--- config.mk ---
export PLATFORM = sky130hd
export DESIGN_NAME = md_issue_ctrl_flat
export DESIGN_NICKNAME = d
export VERILOG_FILES = /design/src/rtl/md_issue_ctrl_if.sv /design/src/rtl/md_issue_ctrl.sv /design/src/flat_wrapper.sv
export SDC_FILE = /design/constraint.sdc
export NUM_CORES = 1
export LEC_CHECK = 0
export BUFFER_PORTS_ARGS = -buffer_cell sky130_fd_sc_hd__buf_2
export CAP_MARGIN = 40
export CORE_AREA = 2 2 107 109
export CTS_CLUSTER_DIAMETER = 200
export DETAILED_ROUTE_END_ITERATION = 16
export DIE_AREA = 0 0 109 111
export PLACE_DENSITY = 0.62
export SLEW_MARGIN = 30
export SYNTH_ARGS = -nofsm -noshare
export SYNTH_HDL_FRONTEND = slang
export SYNTH_SLANG_ARGS = --single-unit
--- constraint.sdc ---
create_clock -name clk -period 2.5 [get_ports clk]
set_input_delay 0.125 -clock clk [delete_from_list [all_inputs] [get_ports clk]]
set_output_delay 0.125 -clock clk [all_outputs]
set_load 0.02 [all_outputs]
--- src/rtl/md_issue_ctrl_if.sv ---
// Requester/responder bundle between the E-stage MD issuer and the
// multiply/divide unit: command (master) out, busy and HI/LO (slave) back.
//
// Signals:
//   md_start  start strobe for mult/multu/div/divu
//   md_op     operation code (mult/multu/div/divu, 0 when idle)
//   md_mthi   mthi write strobe (HI <= md_a)
//   md_mtlo   mtlo write strobe (LO <= md_a)
//   md_a/md_b operands A (rs) and B (rt)
//   md_busy   MD unit is computing
//   md_hi     HI register of the MD unit
//   md_lo     LO register of the MD unit

`ifndef MD_ISSUE_CTRL_DEFS
`define MD_ISSUE_CTRL_DEFS
`define MD_MULT  3'd1
`define MD_MULTU 3'd2
`define MD_DIV   3'd3
`define MD_DIVU  3'd4
`endif

interface md_issue_ctrl_if;
    logic        md_start;
    logic [2:0]  md_op;
    logic        md_mthi;
    logic        md_mtlo;
    logic [31:0] md_a;
    logic [31:0] md_b;
    logic        md_busy;
    logic [31:0] md_hi;
    logic [31:0] md_lo;

    modport master (
        output md_start,
        output md_op,
        output md_mthi,
        output md_mtlo,
        output md_a,
        output md_b,
        input  md_busy,
        input  md_hi,
        input  md_lo
    );

    modport slave (
        input  md_start,
        input  md_op,
        input  md_mthi,
        input  md_mtlo,
        input  md_a,
        input  md_b,
        output md_busy,
        output md_hi,
        output md_lo
    );
endinterface

--- src/rtl/md_issue_ctrl.sv ---
// E-stage issuer and hazard controller for the multiply/divide unit.
// Issues MD commands, shadows the MD latency, stalls D on MD hazards,
// returns HI/LO for mfhi/mflo and flags start/busy protocol errors.
//
// Ports:
//   clk, reset      clock, asynchronous active-high reset
//   req             flush/interrupt: suppresses commands this cycle
//   e_valid, e_op   E-stage valid and MD class (0 none .. 8 mflo)
//   e_rs, e_rt      operands A and B
//   d_uses_md       D-stage instruction is an MD-class instruction
//   md              master side of the MD unit bundle
//   e_md_rdata      HI for mfhi, LO for mflo, else 0
//   d_stall         stall D (and freeze F)
//   md_err          sticky protocol-error flag
//   stall_cycles    saturating count of stalled cycles

module md_issue_ctrl #(
    parameter int MULT_LAT = 5,
    parameter int DIV_LAT  = 10,
    parameter int CNT_W    = 4
) (
    input  logic                  clk,
    input  logic                  reset,
    input  logic                  req,
    input  logic                  e_valid,
    input  logic [3:0]            e_op,
    input  logic [31:0]           e_rs,
    input  logic [31:0]           e_rt,
    input  logic                  d_uses_md,
    md_issue_ctrl_if.master       md,
    output logic [31:0]           e_md_rdata,
    output logic                  d_stall,
    output logic                  md_err,
    output logic [31:0]           stall_cycles
);

    localparam logic [0:0] S_IDLE = 1'b0;
    localparam logic [0:0] S_WAIT = 1'b1;

    logic [0:0]       state_q, state_d;
    logic [CNT_W-1:0] cnt_q, cnt_d;
    logic             err_q, err_d;
    logic [31:0]      stall_q, stall_d;

    logic op_mult, op_multu, op_div, op_divu;
    logic op_mthi, op_mtlo, op_mfhi, op_mflo;
    logic op_mul_any, op_div_any, op_start;
    logic is_idle, is_wait, issue;
    logic [2:0] op_code;

    // Opcode decode; 9-15 fall out as "none"
    always_comb begin
        op_mult  = (e_op == 4'd1);
        op_multu = (e_op == 4'd2);
        op_div   = (e_op == 4'd3);
        op_divu  = (e_op == 4'd4);
        op_mthi  = (e_op == 4'd5);
        op_mtlo  = (e_op == 4'd6);
        op_mfhi  = (e_op == 4'd7);
        op_mflo  = (e_op == 4'd8);
    end

    assign op_mul_any = op_mult | op_multu;
    assign op_div_any = op_div | op_divu;
    assign op_start   = op_mul_any | op_div_any;

    assign is_idle = (state_q == S_IDLE);
    assign is_wait = (state_q == S_WAIT);

    assign issue = e_valid & op_start & ~req & is_idle;

    always_comb begin
        op_code = 3'd0;
        unique case (1'b1)
            op_mult:  op_code = `MD_MULT;
            op_multu: op_code = `MD_MULTU;
            op_div:   op_code = `MD_DIV;
            op_divu:  op_code = `MD_DIVU;
            default:  op_code = 3'd0;
        endcase
    end

    // Command outputs; forced quiet while reset is held
    always_comb begin
        md.md_start = issue & ~reset;
        md.md_op    = md.md_start ? op_code : 3'd0;
        md.md_mthi  = e_valid & op_mthi & ~req
                    & is_idle & ~reset;
        md.md_mtlo  = e_valid & op_mtlo & ~req
                    & is_idle & ~reset;
        md.md_a     = e_rs;
        md.md_b     = e_rt;
    end

    always_comb begin
        e_md_rdata = 32'd0;
        unique case (1'b1)
            op_mfhi: e_md_rdata = md.md_hi;
            op_mflo: e_md_rdata = md.md_lo;
            default: e_md_rdata = 32'd0;
        endcase
    end

    // The issue term covers the cycle before busy rises;
    // md_busy covers a unit running ahead of our shadow.
    assign d_stall = ~reset & d_uses_md
                   & (is_wait | md.md_busy
                   | (e_valid & op_start & ~req));

    // Latency shadow: a flush during WAIT does not cancel
    // the operation, the MD unit finishes it regardless.
    always_comb begin
        state_d = state_q;
        cnt_d   = cnt_q;
        unique case (state_q)
            S_IDLE: begin
                if (issue) begin
                    state_d = S_WAIT;
                    cnt_d   = op_div_any ? CNT_W'(DIV_LAT)
                                         : CNT_W'(MULT_LAT);
                end
            end
            S_WAIT: begin
                cnt_d = cnt_q - CNT_W'(1);
                if (cnt_q == CNT_W'(1)) begin
                    state_d = S_IDLE;
                end
            end
            default: begin
                state_d = S_IDLE;
                cnt_d   = '0;
            end
        endcase
    end

    // Sticky error: busy disagrees with our shadow, or a
    // command arrives while the unit is still occupied.
    always_comb begin
        err_d = err_q;
        if (md.md_busy != is_wait) begin
            err_d = 1'b1;
        end
        if (e_valid & (op_start | op_mthi | op_mtlo)
            & ~req & is_wait) begin
            err_d = 1'b1;
        end
    end

    always_comb begin
        stall_d = stall_q;
        if (d_stall && (stall_q != 32'hFFFF_FFFF)) begin
            stall_d = stall_q + 32'd1;
        end
    end

    always_ff @(posedge clk or posedge reset) begin
        if (reset) begin
            state_q <= S_IDLE;
            cnt_q   <= '0;
            err_q   <= 1'b0;
            stall_q <= 32'd0;
        end else begin
            state_q <= state_d;
            cnt_q   <= cnt_d;
            err_q   <= err_d;
            stall_q <= stall_d;
        end
    end

    assign md_err       = err_q;
    assign stall_cycles = stall_q;

endmodule

--- src/flat_wrapper.sv ---
// flat-port wrapper written by rule: the top's interface ports become plain ports
module md_issue_ctrl_flat 
#(
    parameter int MULT_LAT = 5,
    parameter int DIV_LAT  = 10,
    parameter int CNT_W    = 4
)
  (clk, reset, req, e_valid, e_op, e_rs, e_rt, d_uses_md, e_md_rdata, d_stall, md_err, stall_cycles, md_md_start, md_md_op, md_md_mthi, md_md_mtlo, md_md_a, md_md_b, md_md_busy, md_md_hi, md_md_lo);
  md_issue_ctrl_if md_i ();
  input  logic clk;
  input  logic reset;
  input  logic req;
  input  logic e_valid;
  input  logic [3:0] e_op;
  input  logic [31:0] e_rs;
  input  logic [31:0] e_rt;
  input  logic d_uses_md;
  output logic [31:0] e_md_rdata;
  output logic d_stall;
  output logic md_err;
  output logic [31:0] stall_cycles;
  output wire logic [$bits(md_i.md_start)-1:0] md_md_start;
  output wire logic [$bits(md_i.md_op)-1:0] md_md_op;
  output wire logic [$bits(md_i.md_mthi)-1:0] md_md_mthi;
  output wire logic [$bits(md_i.md_mtlo)-1:0] md_md_mtlo;
  output wire logic [$bits(md_i.md_a)-1:0] md_md_a;
  output wire logic [$bits(md_i.md_b)-1:0] md_md_b;
  input wire logic [$bits(md_i.md_busy)-1:0] md_md_busy;
  input wire logic [$bits(md_i.md_hi)-1:0] md_md_hi;
  input wire logic [$bits(md_i.md_lo)-1:0] md_md_lo;
  assign md_md_start = md_i.md_start;
  assign md_md_op = md_i.md_op;
  assign md_md_mthi = md_i.md_mthi;
  assign md_md_mtlo = md_i.md_mtlo;
  assign md_md_a = md_i.md_a;
  assign md_md_b = md_i.md_b;
  assign md_i.md_busy = md_md_busy;
  assign md_i.md_hi = md_md_hi;
  assign md_i.md_lo = md_md_lo;
  md_issue_ctrl #(.MULT_LAT(MULT_LAT), .DIV_LAT(DIV_LAT), .CNT_W(CNT_W)) u_core (.clk(clk), .reset(reset), .req(req), .e_valid(e_valid), .e_op(e_op), .e_rs(e_rs), .e_rt(e_rt), .d_uses_md(d_uses_md), .md(md_i), .e_md_rdata(e_md_rdata), .d_stall(d_stall), .md_err(md_err), .stall_cycles(stall_cycles));
endmodule
==> metrics <==
endpoint arrival time on the critical path=between 2 and 2.5 ns; total leakage power=approximately 1.8 nW; master of the slowest instance on the critical path=sky130_fd_sc_hd__or3_4; cell-by-cell listing of the critical path=ha_1 > nand4_1 > or2_1 > or3_4 > o21ai_2 > mux2_2; cell type contributing the most total cell area after synthesis=sky130_fd_sc_hd__dfrtp_1; Worst Setup Path Type=reg -> reg; Net Count, Synth=between 400 and 500; Post-CTS Repair Setup Buffers=0; share of synthesized flip-flops with an asynchronous set or reset=100.0%; total power per unit cell area=between 600 and 700 nW/um^2; vias in the first global route=about 2600; leading cell types by total area after synthesis=sky130_fd_sc_hd__dfrtp_1, sky130_fd_sc_hd__buf_4, sky130_fd_sc_hd__a22o_1; Synth warnings=0; initial core utilization=about a quarter; standard cell core area=approximately 11000 sq um; number of antenna violations at the first check in global routing=0; sequential cell area fraction in the yosys report=roughly 32%; Total Neg Setup Slack=0 ns; startpoint type of the worst setup path=flop; total number of vias=between 2000 and 3000; number of vias per cell after detailed routing=~4.9; result of the run=finished with violations; wire length per cell after detailed routing=around 17 um; count of input and output buffers=between 100 and 150; clock sink total=38; average instance area after synthesis=between 9 and 10 sq um; count of H-tree levels built during CTS=2; synthesized flop and latch total=38; top achievable clock speed=445.8 MHz; min-delay worst type=in -> async; most frequent standard cell in the layout excluding fill and tap cells=sky130_fd_sc_hd__buf_2; number of top-level pins=274; CTS-repair resized insts=0; count of final max-slew check failures=0; fin crit period=roughly 2.2 ns; final weighted congestion in routability-driven placement=about 0.84; clk_lat worst skew=roughly 0.28 ns; Hold Vio Cnt, Final=1; Num CTS Buffers=5; maximum vdd drop=about 0.3 mV; skew final=about 0.0053 ns; synthesized instance count=roughly 310; total track usage=between 10% and 20%; maximum fanout count along the critical path=7; violations in the final reports=negative hold slack; Hold Worst Slack=-0.002472 ns; Clock transition at path regs=around 0.060 ns; post-route antenna net violation count=0; pin count of the biggest net entering global routing=40; required time at the worst-slack endpoint=roughly 2.7 ns; post-synth design cell area=roughly 2900 sq um; iteration-0 DRC count of the detailed router=about 110; Worst Max-Slew Pin Slew=between 0.5 and 0.6 ns; die span in x=109 um; layout cells sized above 1=44.78%; remaining routing DRC violations=0; number of nets in the final layout=534; share of the synthesized area in the top cell type=between 30% and 40%; reg2reg setup slack=approximately 0.26 ns; Synth Flop Type=sky130_fd_sc_hd__dfrtp_1; DPL Wire Length=about 7.4 mm; fill count=1172; unrepaired setup endpoints after global routing=false; Worst setup EP type=flop; maximum count of clock buffers along a single path=2; Slew Limit Headroom=between 60% and 70%; buffering stage count on the worst path with inverters included=0; std cell rows=39; delay of the slowest cell on the worst path=about 0.45 ns; wire length of the first global-routing pass=14.06 mm; number of distinct library cells after synthesis=43; TritonCTS clock tree=done; final antenna diode count=0; area growth from synthesis to layout=18.84%; # hold bufs at CTS=0; overflow left after global routing=0; period utilisation layout=~90%; root cell of the clock tree=sky130_fd_sc_hd__clkbuf_16; number of setup violations in the final report=0; detailed-route wire length=between 9 and 10 mm; commonest cells after routing, fill and taps aside=sky130_fd_sc_hd__buf_2, sky130_fd_sc_hd__dfrtp_1, sky130_fd_sc_hd__a22o_1, sky130_fd_sc_hd__xor2_1, sky130_fd_sc_hd__nand2_1; critical path's top delay family=simple AND/OR/NAND/NOR gates; Die Ht=111 um; max-capacitance violation count=0; overall die area=12100 sq um; detailed-routing iteration count for the pre-antenna-repair pass=4; number of synthesized flops with an enable pin=0
==> path summary, 6_finish.rpt <==
kind                                               from                 endpoint  cells after the start
worst max-delay path             u_core.stall_cycles[0]   u_core.stall_cycles[1]                      6
worst min-delay path                              reset          u_core.cnt_q[1]                      3
worst max register to register   u_core.stall_cycles[0]   u_core.stall_cycles[1]                      6
worst min register to register  u_core.stall_cycles[14]  u_core.stall_cycles[14]                      1
max in group asynchronous                         reset  u_core.stall_cycles[20]                      3
min in group clk                                    req            u_core.md_err                      4
==> through the flow <==
step / setup WS (ns) / total power (W) / instance area, sq um / instances / util, %
finish: 0.2570 / 0.002129 / 3505 / 536 / 31.64
global route: 0.1523 / 0.002257 / 3505 / 536 / 31.64
detailed placement: 0.2979 / 0.001500 / 3357 / 528 / 30.31
CTS: 0.2573 / 0.002156 / 3505 / 536 / 31.64
floorplan: 0.3188 / 0.001392 / 2949 / 312 / -
global placement: 0.3746 / 0.001470 / 3357 / 528 / 30.31
==> tightest hold or removal path: cells and delay by family <==
family                 cells  cell delay, ns
buffers and inverters      3            0.60
==> registers in the layout (all words and copies together), names as in the netlist <==
signal               count
u_core.cnt_q             4
u_core.md_err            1
u_core.is_wait           1
u_core.stall_cycles     32
==> final cells by class <==
type | count | area (sq um) | area share, %
timing repair buffer | 153 | 798.3 | 22.78
clock inverter | 1 | 5.005 | 0.1428
tap | 143 | 178.9 | 5.105
sequential | 38 | 950.9 | 27.13
inverter | 7 | 26.28 | 0.7497
multi-input combinational | 187 | 1403 | 40.02
clock buffer | 7 | 142.6 | 4.070
==> per-layer routing <==
layer / GRT usage, % / up-vias / wire length, um
li1: - / 1224 / -
met5: 0 / - / 0
met4: 5.641 / 0 / 227
met3: 5.644 / 29 / 886
met2: 23.85 / 123 / 4444
met1: 18.34 / 1225 / 3697
==> where the power goes <==
group | total (W) | internal (W) | leakage [nW] | switching (W)
clock | 0.000649 | 0.000396 | 0.0739 | 0.000253
sequential | 0.000853 | 0.000717 | 0.487 | 0.000136
combinational | 0.000627 | 0.000258 | 1.25 | 0.000369
total | 0.00213 | 0.00137 | 1.81 | 0.000758
==> cell usage after synthesis, types with 6 or more instances <==
cell type	number
sky130_fd_sc_hd__nor2_1	6
sky130_fd_sc_hd__nand2_1	15
sky130_fd_sc_hd__xnor2_1	12
sky130_fd_sc_hd__buf_4	64
sky130_fd_sc_hd__dfrtp_1	38
sky130_fd_sc_hd__and3_1	6
sky130_fd_sc_hd__nor4_1	8
sky130_fd_sc_hd__a22o_1	33
sky130_fd_sc_hd__clkbuf_1	8
sky130_fd_sc_hd__xor2_1	20
sky130_fd_sc_hd__nand3_1	14
sky130_fd_sc_hd__nor3_1	14
sky130_fd_sc_hd__nand4_1	13
sky130_fd_sc_hd__inv_1	7
==> kinds of logic after synthesis <==
logic type	count (synthesis)	share of synthesized area, %
AND/OR/NAND/NOR	106	23.21
multiplexers	1	0.3818
buffers and inverters	87	20.41
flip-flops	38	32.24
AO/OA/AOI/OAI	44	12.56
XOR/XNOR	32	9.504
adder cells (fa/ha/maj)	4	1.697
No activity file was read; power rests on OpenSTA's default activity.
